<file path="config.mk">
export PLATFORM = sky130hd
export DESIGN_NAME = pinmux_ctrl_flat
export DESIGN_NICKNAME = d
export VERILOG_FILES = /design/src/rtl/pinmux_pkg.sv /design/src/rtl/pinmux_if.sv /design/src/rtl/pinmux_pin.sv /design/src/rtl/pinmux_ctrl.sv /design/src/flat_wrapper.sv
export SDC_FILE = /design/constraint.sdc
export NUM_CORES = 1
export LEC_CHECK = 0
export ABC_CLOCK_PERIOD_IN_PS = 2300
export CORE_MARGIN = 2
export CORE_UTILIZATION = 35
export CTS_CLUSTER_SIZE = 16
export DETAILED_ROUTE_END_ITERATION = 10
export GPL_TIMING_DRIVEN = 0
export PLACE_DENSITY = 0.56
export SLEW_MARGIN = 25
export SYNTH_ARGS = -nofsm -noshare
export SYNTH_HDL_FRONTEND = slang
export SYNTH_SLANG_ARGS = --single-unit
</file>
<file path="constraint.sdc">
create_clock -name wb_clk_i -period 2.3 [get_ports wb_clk_i]
set_input_delay 0.69 -clock wb_clk_i [delete_from_list [all_inputs] [get_ports wb_clk_i]]
set_output_delay 0.69 -clock wb_clk_i [all_outputs]
set_load 0.03 [all_outputs]
</file>
<file path="src/rtl/pinmux_pkg.sv">
// pinmux_pkg: shared register map, field geometry, per-pin FSM state type and
// the registered SEL-write payload used between the bus decode and the pins.
package pinmux_pkg;

    localparam int unsigned ADR_W         = 6;
    localparam int unsigned DAT_W         = 32;
    localparam int unsigned BE_W          = 4;
    localparam int unsigned FIELD_W       = 4;
    localparam int unsigned PINS_PER_WORD = 8;
    localparam int unsigned SEL_WORDS     = 4;
    localparam int unsigned CNT_W         = 4;

    localparam logic [ADR_W-1:0] SEL_BASE   = 6'h00;
    localparam logic [ADR_W-1:0] STATUS_OFS = 6'h10;
    localparam logic [ADR_W-1:0] LOCK_OFS   = 6'h14;

    typedef enum logic {
        ACTIVE = 1'b0,
        GUARD  = 1'b1
    } pin_state_e;

    // Accepted SEL write, applied to the pins one cycle after its ack.
    typedef struct packed {
        logic [1:0]       word;
        logic [BE_W-1:0]  be;
        logic [DAT_W-1:0] dat;
    } sel_wr_t;

endpackage

</file>
<file path="src/rtl/pinmux_if.sv">
// pinmux_if: Wishbone slave bus of the pin mux register block.
//   master: drives wb_cyc_i, wb_stb_i, wb_we_i, wb_adr_i[5:0], wb_dat_i[31:0], wb_sel_i[3:0]
//   slave : drives wb_dat_o[31:0], wb_ack_o, wb_err_o
interface pinmux_if;
    import pinmux_pkg::*;

    logic             wb_cyc_i;
    logic             wb_stb_i;
    logic             wb_we_i;
    logic [ADR_W-1:0] wb_adr_i;
    logic [DAT_W-1:0] wb_dat_i;
    logic [BE_W-1:0]  wb_sel_i;
    logic [DAT_W-1:0] wb_dat_o;
    logic             wb_ack_o;
    logic             wb_err_o;

    modport master (
        output wb_cyc_i, wb_stb_i, wb_we_i, wb_adr_i, wb_dat_i, wb_sel_i,
        input  wb_dat_o, wb_ack_o, wb_err_o
    );

    modport slave (
        input  wb_cyc_i, wb_stb_i, wb_we_i, wb_adr_i, wb_dat_i, wb_sel_i,
        output wb_dat_o, wb_ack_o, wb_err_o
    );

endinterface

</file>
<file path="src/rtl/pinmux_pin.sv">
// pinmux_pin: one pad's function select FSM with tristate guard interval,
// pad-input synchroniser and output/input function muxing.
//   clk, rst_n     : clock, async active-low reset
//   i_we, i_wsel   : SEL field write strobe and value
//   i_fn_o/i_fn_en : per-function output and output enable
//   o_fn_i_c       : synchronised pad input, only to the active function (others 1)
//   o_pad_c/o_pad_en_c : pad drive and enable (combinational)
//   i_pad          : raw pad input
//   o_busy_c       : pin is in its guard interval
//   o_tgt_sel      : programmed select value for readback
module pinmux_pin
    import pinmux_pkg::*;
#(
    parameter int unsigned NO_OF_FUNCS  = 4,
    parameter int unsigned GUARD_CYCLES = 2,
    parameter int unsigned SYNC_STAGES  = 2
) (
    input  logic                   clk,
    input  logic                   rst_n,
    input  logic                   i_we,
    input  logic [FIELD_W-1:0]     i_wsel,
    input  logic [NO_OF_FUNCS-1:0] i_fn_o,
    input  logic [NO_OF_FUNCS-1:0] i_fn_en,
    output logic [NO_OF_FUNCS-1:0] o_fn_i_c,
    output logic                   o_pad_c,
    output logic                   o_pad_en_c,
    input  logic                   i_pad,
    output logic                   o_busy_c,
    output logic [FIELD_W-1:0]     o_tgt_sel
);

    localparam logic [CNT_W-1:0] GUARD_LOAD = CNT_W'(GUARD_CYCLES - 1);

    pin_state_e         r_state, w_state_nxt;
    logic [FIELD_W-1:0] r_cur_sel, w_cur_sel_nxt;
    logic [FIELD_W-1:0] r_tgt_sel, w_tgt_sel_nxt;
    logic [CNT_W-1:0]   r_cnt, w_cnt_nxt;
    logic [SYNC_STAGES-1:0] r_sync;

    // State register.
    always_ff @(posedge clk or negedge rst_n) begin
        if (!rst_n) begin
            r_state   <= ACTIVE;
            r_cur_sel <= '0;
            r_tgt_sel <= '0;
            r_cnt     <= '0;
        end else begin
            r_state   <= w_state_nxt;
            r_cur_sel <= w_cur_sel_nxt;
            r_tgt_sel <= w_tgt_sel_nxt;
            r_cnt     <= w_cnt_nxt;
        end
    end

    // Pad input synchroniser; idles high so inputs look released out of reset.
    always_ff @(posedge clk or negedge rst_n) begin
        if (!rst_n) begin
            r_sync <= '1;
        end else begin
            r_sync <= {r_sync[SYNC_STAGES-2:0], i_pad};
        end
    end

    // Next state and pad/function muxing.
    always_comb begin
        w_state_nxt   = r_state;
        w_cur_sel_nxt = r_cur_sel;
        w_tgt_sel_nxt = r_tgt_sel;
        w_cnt_nxt     = r_cnt;
        o_pad_c       = 1'b0;
        o_pad_en_c    = 1'b0;
        o_busy_c      = 1'b0;
        o_fn_i_c      = '1;

        case (r_state)
            ACTIVE: begin
                for (int f = 0; f < NO_OF_FUNCS; f++) begin
                    if (r_cur_sel == FIELD_W'(f)) begin
                        o_pad_c     = i_fn_o[f];
                        o_pad_en_c  = i_fn_en[f];
                        o_fn_i_c[f] = r_sync[SYNC_STAGES-1];
                    end
                end
                if (i_we && (i_wsel != r_cur_sel)) begin
                    w_tgt_sel_nxt = i_wsel;
                    w_cnt_nxt     = GUARD_LOAD;
                    w_state_nxt   = GUARD;
                end
            end
            GUARD: begin
                o_busy_c = 1'b1;
                // A fresh target restarts the guard, even on its last cycle.
                if (i_we && (i_wsel != r_tgt_sel)) begin
                    w_tgt_sel_nxt = i_wsel;
                    w_cnt_nxt     = GUARD_LOAD;
                end else if (r_cnt == '0) begin
                    w_cur_sel_nxt = r_tgt_sel;
                    w_state_nxt   = ACTIVE;
                end else begin
                    w_cnt_nxt = r_cnt - CNT_W'(1);
                end
            end
            default: begin
                w_state_nxt = ACTIVE;
            end
        endcase
    end

    assign o_tgt_sel = r_tgt_sel;

endmodule

</file>
<file path="src/rtl/pinmux_ctrl.sv">
// pinmux_ctrl: routes NO_OF_PINS pads to one of NO_OF_FUNCS peripheral functions
// (function 0 = GPIO) under Wishbone-programmed SEL registers, with a tristate
// guard on every function change.
//   wb_clk_i, wb_rst_ni : clock, async active-low reset
//   wb                  : Wishbone slave (pinmux_if.slave)
//   fn_o_i/fn_en_i      : peripheral outputs/enables, bit [p*NO_OF_FUNCS+f]
//   fn_i_o              : synchronised pad inputs back to the functions
//   pad_o/pad_en_o/pad_i: pad ring connections
//   busy_o              : per-pin guard interval indicator
// Build option: define PINMUX_LOCK_EN to add the write-1-to-set LOCK register.
module pinmux_ctrl
    import pinmux_pkg::*;
#(
    parameter int unsigned NO_OF_PINS   = 24,
    parameter int unsigned NO_OF_FUNCS  = 4,
    parameter int unsigned GUARD_CYCLES = 2,
    parameter int unsigned SYNC_STAGES  = 2
) (
    input  logic                              wb_clk_i,
    input  logic                              wb_rst_ni,
    pinmux_if.slave                           wb,
    input  logic [NO_OF_PINS*NO_OF_FUNCS-1:0] fn_o_i,
    input  logic [NO_OF_PINS*NO_OF_FUNCS-1:0] fn_en_i,
    output logic [NO_OF_PINS*NO_OF_FUNCS-1:0] fn_i_o,
    output logic [NO_OF_PINS-1:0]             pad_o,
    output logic [NO_OF_PINS-1:0]             pad_en_o,
    input  logic [NO_OF_PINS-1:0]             pad_i,
    output logic [NO_OF_PINS-1:0]             busy_o
);

    logic                 r_ack, r_err, r_done, r_wr_stb;
    logic [DAT_W-1:0]     r_dat;
    sel_wr_t              r_wr;

    logic                 w_req, w_err, w_fld_bad, w_is_sel, w_is_status, w_sel_wr;
    logic [DAT_W-1:0]     w_rdata;
    logic [SEL_WORDS*DAT_W-1:0] w_sel_flat;
    logic [FIELD_W-1:0]   w_tgt_sel [NO_OF_PINS];
    logic [NO_OF_PINS-1:0] w_pin_we;

`ifdef PINMUX_LOCK_EN
    logic [NO_OF_PINS-1:0] r_lock;
    logic [NO_OF_PINS-1:0] w_cover;
    logic [DAT_W-1:0]      w_be_mask;
    logic                  w_is_lock, w_lock_hit;
`endif

    // One response per cyc&stb assertion; r_done blocks a repeat until it drops.
    assign w_req = wb.wb_cyc_i && wb.wb_stb_i && !r_done;

    assign w_is_sel    = (wb.wb_adr_i[5:4] == 2'b00) && (wb.wb_adr_i[1:0] == 2'b00);
    assign w_is_status = (wb.wb_adr_i == STATUS_OFS);

    // Any enabled field carrying a function number that does not exist.
    always_comb begin
        w_fld_bad = 1'b0;
        for (int j = 0; j < PINS_PER_WORD; j++) begin
            if (wb.wb_sel_i[j/2] && (32'(wb.wb_dat_i[FIELD_W*j +: FIELD_W]) >= NO_OF_FUNCS)) begin
                w_fld_bad = 1'b1;
            end
        end
    end

    // Programmed selects packed as the SEL register image; absent pins read 0.
    always_comb begin
        w_sel_flat = '0;
        for (int p = 0; p < NO_OF_PINS; p++) begin
            w_sel_flat[FIELD_W*p +: FIELD_W] = w_tgt_sel[p];
        end
    end

`ifdef PINMUX_LOCK_EN
    assign w_is_lock = (wb.wb_adr_i == LOCK_OFS);
    assign w_be_mask = {{8{wb.wb_sel_i[3]}}, {8{wb.wb_sel_i[2]}},
                        {8{wb.wb_sel_i[1]}}, {8{wb.wb_sel_i[0]}}};

    // Pins whose SEL field lies in an enabled byte lane of the addressed word.
    always_comb begin
        w_cover = '0;
        for (int p = 0; p < NO_OF_PINS; p++) begin
            w_cover[p] = wb.wb_sel_i[(p % PINS_PER_WORD) / 2] &&
                         (wb.wb_adr_i[3:2] == 2'(p / PINS_PER_WORD));
        end
    end

    assign w_lock_hit = |(w_cover & r_lock);
`endif

    // Address decode, read mux and error classification.
    always_comb begin
        w_rdata = '0;
        w_err   = 1'b0;
        if (w_is_sel) begin
            w_rdata = w_sel_flat[{wb.wb_adr_i[3:2], 5'd0} +: DAT_W];
`ifdef PINMUX_LOCK_EN
            w_err   = wb.wb_we_i && (w_fld_bad || w_lock_hit);
`else
            w_err   = wb.wb_we_i && w_fld_bad;
`endif
        end else if (w_is_status) begin
            w_rdata = DAT_W'(busy_o);
            w_err   = wb.wb_we_i;
`ifdef PINMUX_LOCK_EN
        end else if (w_is_lock) begin
            w_rdata = DAT_W'(r_lock);
`endif
        end else begin
            w_err = 1'b1;
        end
    end

    assign w_sel_wr = w_req && wb.wb_we_i && w_is_sel && !w_err;

    // Bus response and registered SEL write payload.
    always_ff @(posedge wb_clk_i or negedge wb_rst_ni) begin
        if (!wb_rst_ni) begin
            r_ack    <= 1'b0;
            r_err    <= 1'b0;
            r_dat    <= '0;
            r_done   <= 1'b0;
            r_wr_stb <= 1'b0;
            r_wr     <= '0;
        end else begin
            r_wr_stb <= w_sel_wr;
            if (w_sel_wr) begin
                r_wr <= '{word: wb.wb_adr_i[3:2], be: wb.wb_sel_i, dat: wb.wb_dat_i};
            end
            if (w_req) begin
                r_ack  <= !w_err;
                r_err  <= w_err;
                r_dat  <= w_err ? '0 : w_rdata;
                r_done <= 1'b1;
            end else begin
                r_ack <= 1'b0;
                r_err <= 1'b0;
                r_dat <= '0;
                if (!(wb.wb_cyc_i && wb.wb_stb_i)) begin
                    r_done <= 1'b0;
                end
            end
        end
    end

`ifdef PINMUX_LOCK_EN
    // Sticky lock bits, cleared only by reset.
    always_ff @(posedge wb_clk_i or negedge wb_rst_ni) begin
        if (!wb_rst_ni) begin
            r_lock <= '0;
        end else if (w_req && wb.wb_we_i && w_is_lock) begin
            r_lock <= r_lock | NO_OF_PINS'(wb.wb_dat_i & w_be_mask);
        end
    end
`endif

    assign wb.wb_ack_o = r_ack;
    assign wb.wb_err_o = r_err;
    assign wb.wb_dat_o = r_dat;

    // Per-pin select FSMs.
    for (genvar p = 0; p < NO_OF_PINS; p++) begin : g_pin
        localparam int unsigned WORD = p / PINS_PER_WORD;
        localparam int unsigned SLOT = p % PINS_PER_WORD;

        assign w_pin_we[p] = r_wr_stb && (r_wr.word == 2'(WORD)) && r_wr.be[SLOT/2];

        pinmux_pin #(
            .NO_OF_FUNCS  (NO_OF_FUNCS),
            .GUARD_CYCLES (GUARD_CYCLES),
            .SYNC_STAGES  (SYNC_STAGES)
        ) u_pin (
            .clk        (wb_clk_i),
            .rst_n      (wb_rst_ni),
            .i_we       (w_pin_we[p]),
            .i_wsel     (r_wr.dat[FIELD_W*SLOT +: FIELD_W]),
            .i_fn_o     (fn_o_i[p*NO_OF_FUNCS +: NO_OF_FUNCS]),
            .i_fn_en    (fn_en_i[p*NO_OF_FUNCS +: NO_OF_FUNCS]),
            .o_fn_i_c   (fn_i_o[p*NO_OF_FUNCS +: NO_OF_FUNCS]),
            .o_pad_c    (pad_o[p]),
            .o_pad_en_c (pad_en_o[p]),
            .i_pad      (pad_i[p]),
            .o_busy_c   (busy_o[p]),
            .o_tgt_sel  (w_tgt_sel[p])
        );
    end

endmodule
</file>
<file path="src/flat_wrapper.sv">
// flat-port wrapper written by rule: the top's interface ports become plain ports
module pinmux_ctrl_flat import pinmux_pkg::*;
#(
    parameter int unsigned NO_OF_PINS   = 24,
    parameter int unsigned NO_OF_FUNCS  = 4,
    parameter int unsigned GUARD_CYCLES = 2,
    parameter int unsigned SYNC_STAGES  = 2
)
  (wb_clk_i, wb_rst_ni, fn_o_i, fn_en_i, fn_i_o, pad_o, pad_en_o, pad_i, busy_o, wb_wb_cyc_i, wb_wb_stb_i, wb_wb_we_i, wb_wb_adr_i, wb_wb_dat_i, wb_wb_sel_i, wb_wb_dat_o, wb_wb_ack_o, wb_wb_err_o);
  pinmux_if wb_i ();
  input  logic wb_clk_i;
  input  logic wb_rst_ni;
  input  logic [NO_OF_PINS*NO_OF_FUNCS-1:0] fn_o_i;
  input  logic [NO_OF_PINS*NO_OF_FUNCS-1:0] fn_en_i;
  output logic [NO_OF_PINS*NO_OF_FUNCS-1:0] fn_i_o;
  output logic [NO_OF_PINS-1:0] pad_o;
  output logic [NO_OF_PINS-1:0] pad_en_o;
  input  logic [NO_OF_PINS-1:0] pad_i;
  output logic [NO_OF_PINS-1:0] busy_o;
  input wire logic [$bits(wb_i.wb_cyc_i)-1:0] wb_wb_cyc_i;
  input wire logic [$bits(wb_i.wb_stb_i)-1:0] wb_wb_stb_i;
  input wire logic [$bits(wb_i.wb_we_i)-1:0] wb_wb_we_i;
  input wire logic [$bits(wb_i.wb_adr_i)-1:0] wb_wb_adr_i;
  input wire logic [$bits(wb_i.wb_dat_i)-1:0] wb_wb_dat_i;
  input wire logic [$bits(wb_i.wb_sel_i)-1:0] wb_wb_sel_i;
  output wire logic [$bits(wb_i.wb_dat_o)-1:0] wb_wb_dat_o;
  output wire logic [$bits(wb_i.wb_ack_o)-1:0] wb_wb_ack_o;
  output wire logic [$bits(wb_i.wb_err_o)-1:0] wb_wb_err_o;
  assign wb_i.wb_cyc_i = wb_wb_cyc_i;
  assign wb_i.wb_stb_i = wb_wb_stb_i;
  assign wb_i.wb_we_i = wb_wb_we_i;
  assign wb_i.wb_adr_i = wb_wb_adr_i;
  assign wb_i.wb_dat_i = wb_wb_dat_i;
  assign wb_i.wb_sel_i = wb_wb_sel_i;
  assign wb_wb_dat_o = wb_i.wb_dat_o;
  assign wb_wb_ack_o = wb_i.wb_ack_o;
  assign wb_wb_err_o = wb_i.wb_err_o;
  pinmux_ctrl #(.NO_OF_PINS(NO_OF_PINS), .NO_OF_FUNCS(NO_OF_FUNCS), .GUARD_CYCLES(GUARD_CYCLES), .SYNC_STAGES(SYNC_STAGES)) u_core (.wb_clk_i(wb_clk_i), .wb_rst_ni(wb_rst_ni), .wb(wb_i), .fn_o_i(fn_o_i), .fn_en_i(fn_en_i), .fn_i_o(fn_i_o), .pad_o(pad_o), .pad_en_o(pad_en_o), .pad_i(pad_i), .busy_o(busy_o));
endmodule
</file>
After elaboration in Yosys (flattened, before gate mapping):

Cells that the tools add are included.

* $add $sub $neg: 24
* order comparisons: 8
* equal/unequal tests: 196
* shifts and indexed selects: 1
* multiplexer cells: 666
* bitwise operators: 48
* reduce and logical (&&, ||, !) cells: 203

Operators with widths (number)
* 4-bit 2-to-1 mux: 144
* 1-bit 2-to-1 mux: 446
* 4-bit one-hot mux with 2 select lines: 48
* 4-bit by 2-bit == test with 1-bit output, second input constant: 48
* 4-bit logical NOT: 48
* 4-bit != test: 48
* 128-bit by 8-bit indexed part select with 32-bit output: 1
* 4-bit by 1-bit == test with 1-bit output, second input constant: 24
* 32-bit 2-to-1 mux: 3
* 2-bit AND reduction: 48
* 4-bit by 1-bit subtractor with 4-bit output, second input constant: 24
* 1-bit logical AND: 78
* 3-bit != test, second input constant: 24
* 3-bit AND reduction: 24
* 2-bit by 1-bit != test with 1-bit output, second input constant: 25
* 2-bit != test, second input constant: 24
* 1-bit inverter: 48
* 1-bit one-hot mux with 2 select lines: 24
* 4-bit by 3-bit greater-or-equal comparator with 1-bit output, second input constant: 8
* 24-bit 2-to-1 mux: 1
* 6-bit by 5-bit == test with 1-bit output, second input constant: 1
* 2-bit logical NOT: 3
* 2-bit by 1-bit == test with 1-bit output, second input constant: 1
* 2-bit == test, second input constant: 1
* 1-bit logical NOT: 2

* bits in registers: 434
* input port bits: 263
* output and inout bits: 202
* logic and storage cells: 1274

Depth between registers and ports, before layout:

Gate-level depths: netlist (run 1).

* depth after elaboration: 14
* depth in mapped cells: 7
* mapped depth without buffers: 6

Modules after synthesis:

A second synthesis (run 1) with hierarchy kept.

* cell total of the unflattened synthesis: 2112
* area, all modules: 24420.9 µm²

Modules (own cells, without submodules)
* pinmux_pin (u_core.g_pin[10].u_pin ...): times used 23, cells each 74, area each 864.6 µm², seq. area each 377.9 µm²
* pinmux_ctrl: times used 1, cells each 333, area each 3661.0 µm², seq. area each 1851.8 µm²
* pinmux_pin (u_core.g_pin[0].u_pin): times used 1, cells each 77, area each 874.6 µm², seq. area each 377.9 µm²

Least setup slack after synthesis (run 1):

OpenSTA, ideal clock, no wires.

* path type: reg-to-output
* from: reg u_core.g_pin[0].u_pin.r_state
* to: out fn_i_o[0]
* arrival time: 1632 ps
* data required time: 1610 ps
* slack: -22 ps
* stages on the path, launching flop included: 5
* path buffers: 1
* cells stage by stage: dfrtp_1 -> clkbuf_1 -> or3_1 -> or2_2 -> or3_1

* longest elaborated chain between the ends: 1

Ends and longest elaborated chain
* from (decl): line pinmux_pin.sv:34 `pin_state_e r_state, w_state_nxt;`
* from (signal assigned): line pinmux_pin.sv:48 `r_state <= w_state_nxt;`
* 4-bit 2-to-1 mux: line pinmux_pin.sv:75 `case (r_state)`
* to (decl): line flat_wrapper.sv:15 `output logic [NO_OF_PINS*NO_OF_FUNCS-1:0] fn_i_o;`

Every way passes these cells.

Worst setup path after layout (run 1):

Ends and elaborated chain as after synthesis.

==> metrics.log, run 1 <==
[metrics] routed wire length per instance: 21.2 µm
[metrics] dpl cells: 3575
[metrics] per-cell via count in the routed design: between 5 and 6
[metrics] crit path DAT: roughly 2.2 ns
[metrics] Fillers: 6173
[metrics] antenna violations before repair: 3
[metrics] pin count of the biggest net entering global routing: 93
[metrics] post-layout worst setup margin: -0.581 ns
[metrics] Synth area leaders: dfrtp_1 39%, mux2_2 11%, dfstp_2 5.1%
[metrics] highest metal layer used by the detailed router: met4
[metrics] synthesized instance count: roughly 2.2k
[metrics] clock-pin slew of the registers on the worst-case setup and hold paths: 0.06 ns
[metrics] area grow syn2layout: 42.5%
[metrics] nets@finish: just over 3k
[metrics] net count of the mapped netlist: 2453
[metrics] Initial Util: 0.354
[metrics] most frequent cells in the layout: 346 x dfrtp_1, 234 x mux2_2, 222 x buf_6
[metrics] number of primary I/O pins: around 470
[metrics] static leakage: 16.7 nW
[metrics] series of cell instances along the critical path: clkbuf_8 > or3_4 > or2_4 > or3_4 > buf_6
[metrics] async set-reset flop share out of synthesis: 1.00
[metrics] flop-to-flop setup slack: 0.06 ns
[metrics] DR WL met2: 40.4 mm
[metrics] cell accounting for the most synthesized area: dfrtp_1
[metrics] Crit path required time: around 1.6 ns
[metrics] Worst Clk Skew: 0.0390 ns
[metrics] Die Span X: 271 µm
[metrics] sum of internal, switching and leakage power: 17.6 mW
[metrics] maximum clock frequency: between 300 and 400 MHz
[metrics] commonest non-fill, non-tap cell in the layout: dfrtp_1
[metrics] synthesized area divided by synthesized cell count: 11.5 µm²
[metrics] unrepaired setup endpoints after global routing: yes
[metrics] max-cap violation count: 0
[metrics] share of the clock period used by the worst path: 1.25
[metrics] total detailed-routing wirelength: around 80 mm
[metrics] reg-to-reg startpoint: u_core.r_wr[36]
[metrics] hold wc startpoint: u_core.g_pin[13].u_pin.r_sync[0]
[metrics] violations in the final reports: setup timing
[metrics] Cell Count, Final, Fillers Out: 3778
[metrics] post-synthesis sequential element count: 434
[metrics] total congestion overflow: 0
[metrics] largest fanout of any net on the critical path: 3
[metrics] Worst setup SP type: register
[metrics] longest individual stage delay on the worst path: between 0.3 and 0.4 ns
[metrics] dpl ws: -1.42 ns
[metrics] Cells on Worst Hold Path: 0
[metrics] Slew headroom: 0.442
[metrics] number of buffers added by the clock tree synthesis step: 51
[metrics] kind of cell adding the most delay to the critical path: simple AND/OR/NAND/NOR gates
[metrics] critical path class: reg -> out
[metrics] number of global-route vias before repair: 21.5k
[metrics] iteration-0 DRC count of the detailed router: 1139
[metrics] worst hold slack: 0.354 ns
[metrics] kind of end point of the critical path: output port
[metrics] Core Box Area: 0.0703 mm²
[metrics] die outline area: 0.0732 mm²
[metrics] # rows: 97
[metrics] Max rail drop VDD: 0.494 mV
[metrics] total number of vias: ~20k
[metrics] HPWL Detailed: 56.6 mm
[metrics] count of final setup violators: 143
[metrics] IO buf count: 462
[metrics] y dimension of the die: 271 µm
[metrics] Worst-Skew Late Latency: 0.61 ns
[metrics] hold violation total from the final report: 0
[metrics] DR DRC count: 0
[metrics] number of flops mapped to enable cells by yosys: 0
[metrics] wire length of the first global-routing pass: 124 mm
[metrics] clock tree from TritonCTS: done
[metrics] number of levels the H-tree was split into: 2
[metrics] global placement routability congestion: 0.830
[metrics] clk sinks: roughly 430
[metrics] depth of the worst register-to-register path: 5
[metrics] FF-to-FF End: u_core.g_pin[10].u_pin.r_cur_sel[3]
[metrics] Overall Global Routing Usage: 0.213
[metrics] wire length on met3: 3.77 mm
[metrics] fraction of final layout cells with drive strength greater than 1: 0.407
[metrics] buffers plus inverters on the worst setup path: 2
[metrics] clk root buf: clkbuf_16
[metrics] ys flop type: dfrtp_1
[metrics] Max Buffers Root-to-Sink: 3
[metrics] terminating pin of the worst hold path: u_core.g_pin[13].u_pin.r_sync[1]
[metrics] 1st-pass router iterations: 5
[metrics] library cell appearing most often on the critical path: or3_4
[metrics] fraction of post-synthesis cell area in the top cell type by area: 0.388
[metrics] CP max stage cell: dfrtp_1
[metrics] status: finished with violations
[metrics] area of the mapped netlist: around 0.025 mm²
[metrics] transition time of the tightest slew-check pin: between 0.8 and 0.9 ns
[metrics] number of warning messages in the yosys log: 0
[metrics] share of the core filled with cells: 0.505
[metrics] Max Transition Viols Final: 0
[metrics] register area share after synthesis: 0.439
[metrics] total power per unit cell area: 496 mW/mm²
[metrics] number of distinct library cell variants in the gate-level netlist after synthesis: 68
[metrics] post-route antenna net violation count: 0
[metrics] final critical path time including I/O delays and setup: 2.88 ns
[metrics] Min-Delay Path Class: reg -> reg
[metrics] M1 wire length: about 34 mm
-- worst max-delay path by stage --
stage	startpoint	end	slack, ns	depth (start not counted)
global route	u_core.g_pin[0].u_pin.r_state	fn_i_o[0]	-0.63	5
global placement	wb_rst_ni	u_core.g_pin[18].u_pin.r_cur_sel[0]	-19.18	1
detailed placement	wb_wb_dat_i[18]	u_core.wb.wb_dat_o[14]	-1.42	7
CTS	u_core.g_pin[1].u_pin.r_state	fn_i_o[4]	-0.63	5
floorplan	u_core.g_pin[16].u_pin.r_state	fn_i_o[66]	0.03	2
finish	u_core.g_pin[0].u_pin.r_state	fn_i_o[0]	-0.58	5
-- registers in the layout, indices dropped and copies added, names as in the netlist --
signal	cells
u_core.r_wr_stb	1
u_core.wb.wb_err_o	1
u_core.wb.wb_dat_o	32
u_core.r_wr	38
u_core.g_pin.u_pin.r_state	24
u_core.g_pin.u_pin.r_cnt	96
u_core.g_pin.u_pin.r_sync	48
u_core.wb.wb_ack_o	1
u_core.r_done	1
u_core.g_pin.u_pin.o_tgt_sel	96
u_core.g_pin.u_pin.r_cur_sel	96
-- power breakdown --
part / total [mW] / internal, mW / switching (mW)
registers: 7.77 / 7.73 / 0.0464
clock network: 8.34 / 5.05 / 3.29
logic: 1.47 / 0.776 / 0.696
total: 17.6 / 13.6 / 4.03
-- logic make-up after synthesis --
family	share of synthesized area
buf+inv	0.0594
mux	0.158
fa+ha+maj	0.0121
compound gates	0.130
xor+xnor	0.0676
flops	0.439
simple gates	0.134
-- what timing repair did --
item / CTS / global route
gates cloned: 1 / 0
setup buffers: 159 / 39
pin swaps: 43 / 44
resized for setup: 1525 / 130
endpoints found under the hold margin: 1 / 0
endpoints found under the setup margin: 336 / 266
hold buffers: 1 / 0
-- layout make-up --
type	count	area [µm²]	share of cell area
antenna	2	5.00	0.000141
buffer	107	888	0.0250
clock buffer	80	1550	0.0436
clock inverter	14	189	0.00533
inverter	74	282	0.00794
multi-input combinational	1462	13900	0.391
sequential	434	11000	0.309
tap	940	1180	0.0332
timing repair buffer	665	6530	0.184
-- cells in the mapped netlist, drive strengths merged (26+ instances only) --
master and instances:
mux2 234, nand2 81, nor2 65, dfrtp 386, a22oi 40, buf 127
mux2i 34, dfstp 48, o21ai 29, or3 39, mux4 43, inv 74
nand3b 45, nor3b 35, and2 26, clkbuf 69, nor2b 50, nor3 71
xor2 128, nand3 38, xnor2 64, o41ai 68, a21oi 41
-- metal layers --
layer  GRT usage  vias up
met5           0        -
met4      0.0628        0
met3      0.0352      104
met2       0.375      546
met1       0.268    10300
li1            -     9248
-- per-stage QoR --
| stage | cell area [µm²] | TNS, ns |
|---|---|---|
| floorplan | 24900 | 0 |
| global placement | 30700 | -8241.09 |
| detailed placement | 30900 | -154.83 |
| CTS | 34800 | -42.41 |
| global route | 35500 | -48.86 |
| finish | 35500 | -38.98 |
Note: power is estimated with default switching activity, not from simulation.
==> run 2: changes to the inputs <==
CAP_MARGIN = 25   (was not set)
==> results of run 2 <==
The final DEF is identical to that of run 1; final timing and power are the same.
==> variant 1: new RTL, settings of run 1 <==
`NO_OF_FUNCS` is set to 4 in 3 places; all go to 2.
--- a/src/rtl/pinmux_pin.sv
+++ b/src/rtl/pinmux_pin.sv
@@ -12,5 +12,5 @@
     import pinmux_pkg::*;
 #(
-    parameter int unsigned NO_OF_FUNCS  = 4,
+    parameter int unsigned NO_OF_FUNCS  = 2,
     parameter int unsigned GUARD_CYCLES = 2,
     parameter int unsigned SYNC_STAGES  = 2
--- a/src/rtl/pinmux_ctrl.sv
+++ b/src/rtl/pinmux_ctrl.sv
@@ -13,5 +13,5 @@
 #(
     parameter int unsigned NO_OF_PINS   = 24,
-    parameter int unsigned NO_OF_FUNCS  = 4,
+    parameter int unsigned NO_OF_FUNCS  = 2,
     parameter int unsigned GUARD_CYCLES = 2,
     parameter int unsigned SYNC_STAGES  = 2
--- a/src/flat_wrapper.sv
+++ b/src/flat_wrapper.sv
@@ -3,5 +3,5 @@
 #(
     parameter int unsigned NO_OF_PINS   = 24,
-    parameter int unsigned NO_OF_FUNCS  = 4,
+    parameter int unsigned NO_OF_FUNCS  = 2,
     parameter int unsigned GUARD_CYCLES = 2,
     parameter int unsigned SYNC_STAGES  = 2
Ports: changed (resized fn_en_i, fn_i_o and fn_o_i); port bits go from 465 to 321. No check against the original RTL was run, so the function may have changed too.
==> variant 1 against run 1 <==
- the flow still finishes with violations (setup timing)
- largest cell class unchanged
- utilization is 2.5 points lower
- clock power is 4.3% lower
- routed wire length is 20% lower
- die area is 11% lower
- synthesized area is 11% lower
- total power is 3.7% lower
- setup slack better by 0.077 ns
- sequential cell count stayed put
- design area is 15% lower
- clock skew is 0.0051 ns lower
- non-clock buffer count is 217 lower
==> variant 1: results (changes against run 1) <==
The maximum cell stage delay along the critical path came out at 0.61 ns (+0.23 ns). The slowest stage of the critical path is the sky130_fd_sc_hd__or4_4 cell. In the post-synthesis netlist, the biggest area contributors are sky130_fd_sc_hd__dfrtp_1, sky130_fd_sc_hd__mux2_2, sky130_fd_sc_hd__dfstp_2. The number of nets produced by synthesis came out at 2166 (-12%).

The clock tree skew after final layout is 0.0339 ns (-0.00511 ns). The count of buffers from port buffering came to 318 (-31%). The layout net count came out at 2616 (-15%). The proportion of layout cells with a drive suffix above 1 is 0.362 (-0.0455). The post-synthesis average cell area came out at 11.3 sq um (-2.0%).

The post-DP HPWL came out at 44200 um (-22%). The maximum VDD drop is 0.480 mV (-2.8%). The cell count of the worst reg-to-reg path is 6 (+1). The initial antenna violation count came out at 4 (+1). The setup slack after layout is -0.503 ns (+0.0771 ns). The flow ran to the end, but the final reports show violations.

The area of the placeable core is 63000 sq um (-10%). The commonest cells after synthesis are sky130_fd_sc_hd__dfrtp_1, sky130_fd_sc_hd__mux2_2, sky130_fd_sc_hd__o21ai_0, sky130_fd_sc_hd__nand2_1. The final reports fail on setup timing.

The synthesis warning total came out at 0 (unchanged). The critical path starts at u_core.g_pin[17].u_pin.r_cur_sel[2]. The global router's overall resource usage is 0.188 (-0.0253). The final-layout fill cell count is 5685 (-7.9%). The highest net fanout along the worst path was 4 (+1). The standby leakage power is 14.7 nW (-12%). The total cell area at the placement stage is 26600 sq um (-14%). The min-delay analysis places its worst path in the category primary input to async pin. The number of distinct standard cells referenced by the synthesized netlist is 45 (-34%). The final-report setup violation count came out at 127 (-11%). The per-cell routed wire length came out at 19.3 um (-9.0%). In this run the critical register-to-register path is captured at u_core.g_pin[17].u_pin.r_cur_sel[2]. The number of placed instances, taps included came to 3144 (-12%).
==> variant 1: report_power, final <==
group | internal (W) | leakage, nW | switching, W
combinational | 0.000562 | 8.02 | 0.000644
sequential | 0.00773 | 5.86 | 0.0000271
clock | 0.00474 | 0.790 | 0.00324
==> variant 1: metal layers <==
metal	part of all wire	global-route usage	up-vias
li1	-	-	7940
met1	0.44	0.250	8465
met4	0.034	0.0674	2
met3	0.053	0.0389	121
met5	0.00020	0	-
met2	0.47	0.305	390
==> variant 1: final cells by class <==
type	instances	area, sq um	share of cell area
multi-input combinational	1329	11200	0.370
tap	846	1060	0.0350
buffer	108	657	0.0217
clock inverter	10	143	0.00472
sequential	434	11000	0.362
timing repair buffer	447	4520	0.150
clock buffer	84	1490	0.0493
inverter	54	203	0.00671
antenna	1	2.50	0.0000828
==> variant 1: kinds of logic after synthesis <==
family	Yosys count	synth area share
compound gates	308	0.0924
xor+xnor	192	0.0756
fa+ha+maj	24	0.0135
buf+inv	212	0.0513
flops	434	0.491
mux	310	0.153
simple gates	495	0.123
==> variant 1: worst reg2reg max path: stages, from the launching register on <==
cell                       delay [ns]
sky130_fd_sc_hd__dfrtp_1         0.41
sky130_fd_sc_hd__and3b_1         0.28
sky130_fd_sc_hd__buf_4           0.31
sky130_fd_sc_hd__nand2_1         0.27
sky130_fd_sc_hd__o211ai_1        0.33
sky130_fd_sc_hd__buf_4           0.20
sky130_fd_sc_hd__mux2_2          0.33
==> variant 1: timing repair <==
item,CTS,global route
endpoints found under the setup margin,357,354
pin swaps,81,42
cloned,1,3
resized for setup,896,238
buffers inserted,91,30
==> variant 1: worst max path at each step <==
stage	slack [ns]	to
final	-0.50	fn_i_o[34]
after floorplan	-0.15	u_core.r_wr[22]
after detailed placement	-1.68	u_core.r_wr[25]
after global placement	-19.01	u_core.g_pin[10].u_pin.r_cnt[2]
after global routing	-0.56	fn_i_o[12]
after CTS	-0.52	fn_i_o[46]
==> variant 1: metrics by stage <==
step	TNS (ns)	hold WS [ns]	power, W
after global placement	-8232.42	0.346	0.00899
after global routing	-41.77	0.104	0.0176
final	-34.71	0.0651	0.0169
after floorplan	-3.15	0.345	0.00831
after detailed placement	-167.97	0.347	0.00901
after CTS	-52.94	0.0843	0.0171
==> variant 2: new RTL, config.mk and constraints of run 1 <==
Made on the original files. Add a define of `PINMUX_LOCK_EN`.
--- a/src/rtl/pinmux_ctrl.sv
+++ b/src/rtl/pinmux_ctrl.sv
@@ -9,4 +9,6 @@
 //   busy_o              : per-pin guard interval indicator
 // Build option: define PINMUX_LOCK_EN to add the write-1-to-set LOCK register.
+`define PINMUX_LOCK_EN
+
 module pinmux_ctrl
     import pinmux_pkg::*;
Function: changed (a bounded check fails within 4 cycles, from zero or initial values and one cycle with wb_rst_ni low).
==> variant 2 against run 1 <==
- the run still ends with setup timing left
- total power rose by 7.7%
- critical path depth fell by 1
- sequential cell count rose by 24
- count of clock-buffer cells in the layout fell by 8
- synthesized area fell by 1.0%
- design area rose by 2.0%
- setup slack improved by 0.020 ns
- routed wire length fell by 0.88%
- largest power group unchanged
==> variant 2: results (changes against run 1) <==
The total wire length after detailed routing came out at 79300 um (-0.88%). The count of clock-net buffers in the final layout was 72 (-10%). The global router's overall resource usage is 0.214 (about the same). The iteration-0 DRC count of the detailed router came out at 1258 (+10%).

The summed negative setup slack over all endpoints came out at -36.85 ns (+2.12 ns). The setup slack after layout is -0.561 ns (+0.0196 ns). The pre-CTS worst setup slack came out at -1.43 ns (-0.00438 ns). The areal power density over the cells came out at 523 nW/um^2 (+5.5%). The maximum VDD drop is 0.526 mV (+6.5%).

The headroom to the max-slew limit was 0.332 (-0.109). The final-layout fill cell count came out at 6107 (-1.1%). The fraction of area in clock buffers and inverters is 0.0523 (+0.00336). The clock tree skew after final layout is 0.0230 ns (-0.0160 ns). Counting instances in the post-synthesis netlist gives the leading cell types as sky130_fd_sc_hd__dfrtp_1, sky130_fd_sc_hd__mux2_2, sky130_fd_sc_hd__xnor2_1, sky130_fd_sc_hd__nor2_1, sky130_fd_sc_hd__inv_1.

The number of multi-input combinational cells in the layout came out at 1443 (-1.3%). The via-per-instance ratio is 5.18 (-2.9%). The signal arrival time at the worst endpoint came out at 2.17 ns (-0.02 ns). The initial antenna violation count is 5 (+2). The total cell area at the placement stage is 30600 sq um (-0.81%). The area of the placeable core is 69900 sq um (-0.52%). The number of signal-net inverters in the final layout is 99 (+34%). The routability congestion estimate is 0.835 (+0.59%). The number of nets produced by synthesis came out at 2479 (+1.1%).

The buffering overhead was 0.210 (+0.000924). The final total power came out at 0.0189 W (+7.7%). The flow ran to the end, but the final reports show violations. The flop and latch count out of synthesis came to 458 (+5.5%).

The number of antenna repair diodes was 5 (+3). The post-DP HPWL came out at 54900 um (-3.0%). The global-route wire length before repair is 122000 um (-1.3%). The storage element area is 11600 sq um (+5.7%). The checks that failed: setup timing.

The final-report setup violation count is 179 (+25%). The layout net count was 3156 (+2.4%). The post-synthesis sequential area ratio came out at 0.468 (+0.0290).

The footprint of the multi-input gates came to 13500 sq um (-2.5%).
==> variant 2: changes by cell type in the layout (fill, tap and decap cells not counted), sizes merged, moves of 40 or more <==
cell,delta
a22oi,-40
buf,+58
o41ai,-61
xor2,-108
xnor2,+108
or4,+41
==> variant 2: path summary, 6_finish.rpt <==
kind / slack (ns) / to / startpoint / cells after the start
worst min register to register: 0.35 / u_core.g_pin[21].u_pin.r_sync[1] / u_core.g_pin[21].u_pin.r_sync[0] / 0
max in group asynchronous: 0.89 / u_core.g_pin[22].u_pin.r_state / wb_rst_ni / 3
min in group wb_clk_i: 0.35 / u_core.g_pin[21].u_pin.r_sync[1] / u_core.g_pin[21].u_pin.r_sync[0] / 0
worst max register to register: 0.01 / u_core.r_wr[29] / u_core.r_lock[6] / 8
worst max-delay path: -0.56 / fn_i_o[16] / u_core.g_pin[4].u_pin.r_state / 4
worst min-delay path: 0.1 / u_core.g_pin[0].u_pin.r_state / wb_rst_ni / 1
==> variant 2: cell families after synthesis <==
group                    count (synthesis)  share of synthesized area
AND/OR/NAND/NOR                        573                      0.134
flip-flops                             458                      0.468
buffers and inverters                  291                     0.0581
adder cells (fa/ha/maj)                 24                     0.0122
AO/OA/AOI/OAI                          337                     0.0986
XOR/XNOR                               192                     0.0683
multiplexers                           317                      0.161
==> variant 2: timing repair <==
| item | CTS | global route |
|---|---|---|
| pin swaps | 68 | 48 |
| gates cloned | 3 | 2 |
| resized for setup | 1621 | 222 |
| setup endpoints to repair | 524 | 375 |
| buffers inserted | 187 | 47 |
==> variant 2: power groups by stage <==
stage | Clock, W | Sequential [W] | Combinational (W)
5_1_grt | 0.00975 | 0.00821 | 0.00161
2_1_floorplan | 0 | 0.00833 | 0.000524
3_3_place_gp | 0 | 0.00834 | 0.00139
4_1_cts | 0.00946 | 0.00821 | 0.00148
3_5_place_dp | 0 | 0.00833 | 0.00144
6_report | 0.00922 | 0.00821 | 0.00151
==> variant 2: worst max-delay path, cell delays in order (launching register included) <==
cell and delay, ns:
sky130_fd_sc_hd__dfrtp_2 0.41, sky130_fd_sc_hd__or3_4 0.42, sky130_fd_sc_hd__or2_4 0.27, sky130_fd_sc_hd__or3_1 0.32, sky130_fd_sc_hd__buf_6 0.15
==> variant 2: per-stage QoR <==
stage          hold slack [ns]  std cells
6_report                0.0953       3856
5_1_grt                  0.117       3853
4_1_cts                 0.0812       3808
3_5_place_dp             0.347       3599
3_3_place_gp             0.345       3594
2_1_floorplan            0.345       2192
==> variant 2: metal layers <==
metal	part of all wire	wire (um)	up-vias	GRT usage
met5	0.00043	34	-	0
met4	0.031	2450	6	0.0719
li1	-	-	9228	-
met1	0.42	33300	10053	0.270
met3	0.054	4260	146	0.0434
met2	0.49	39200	543	0.364
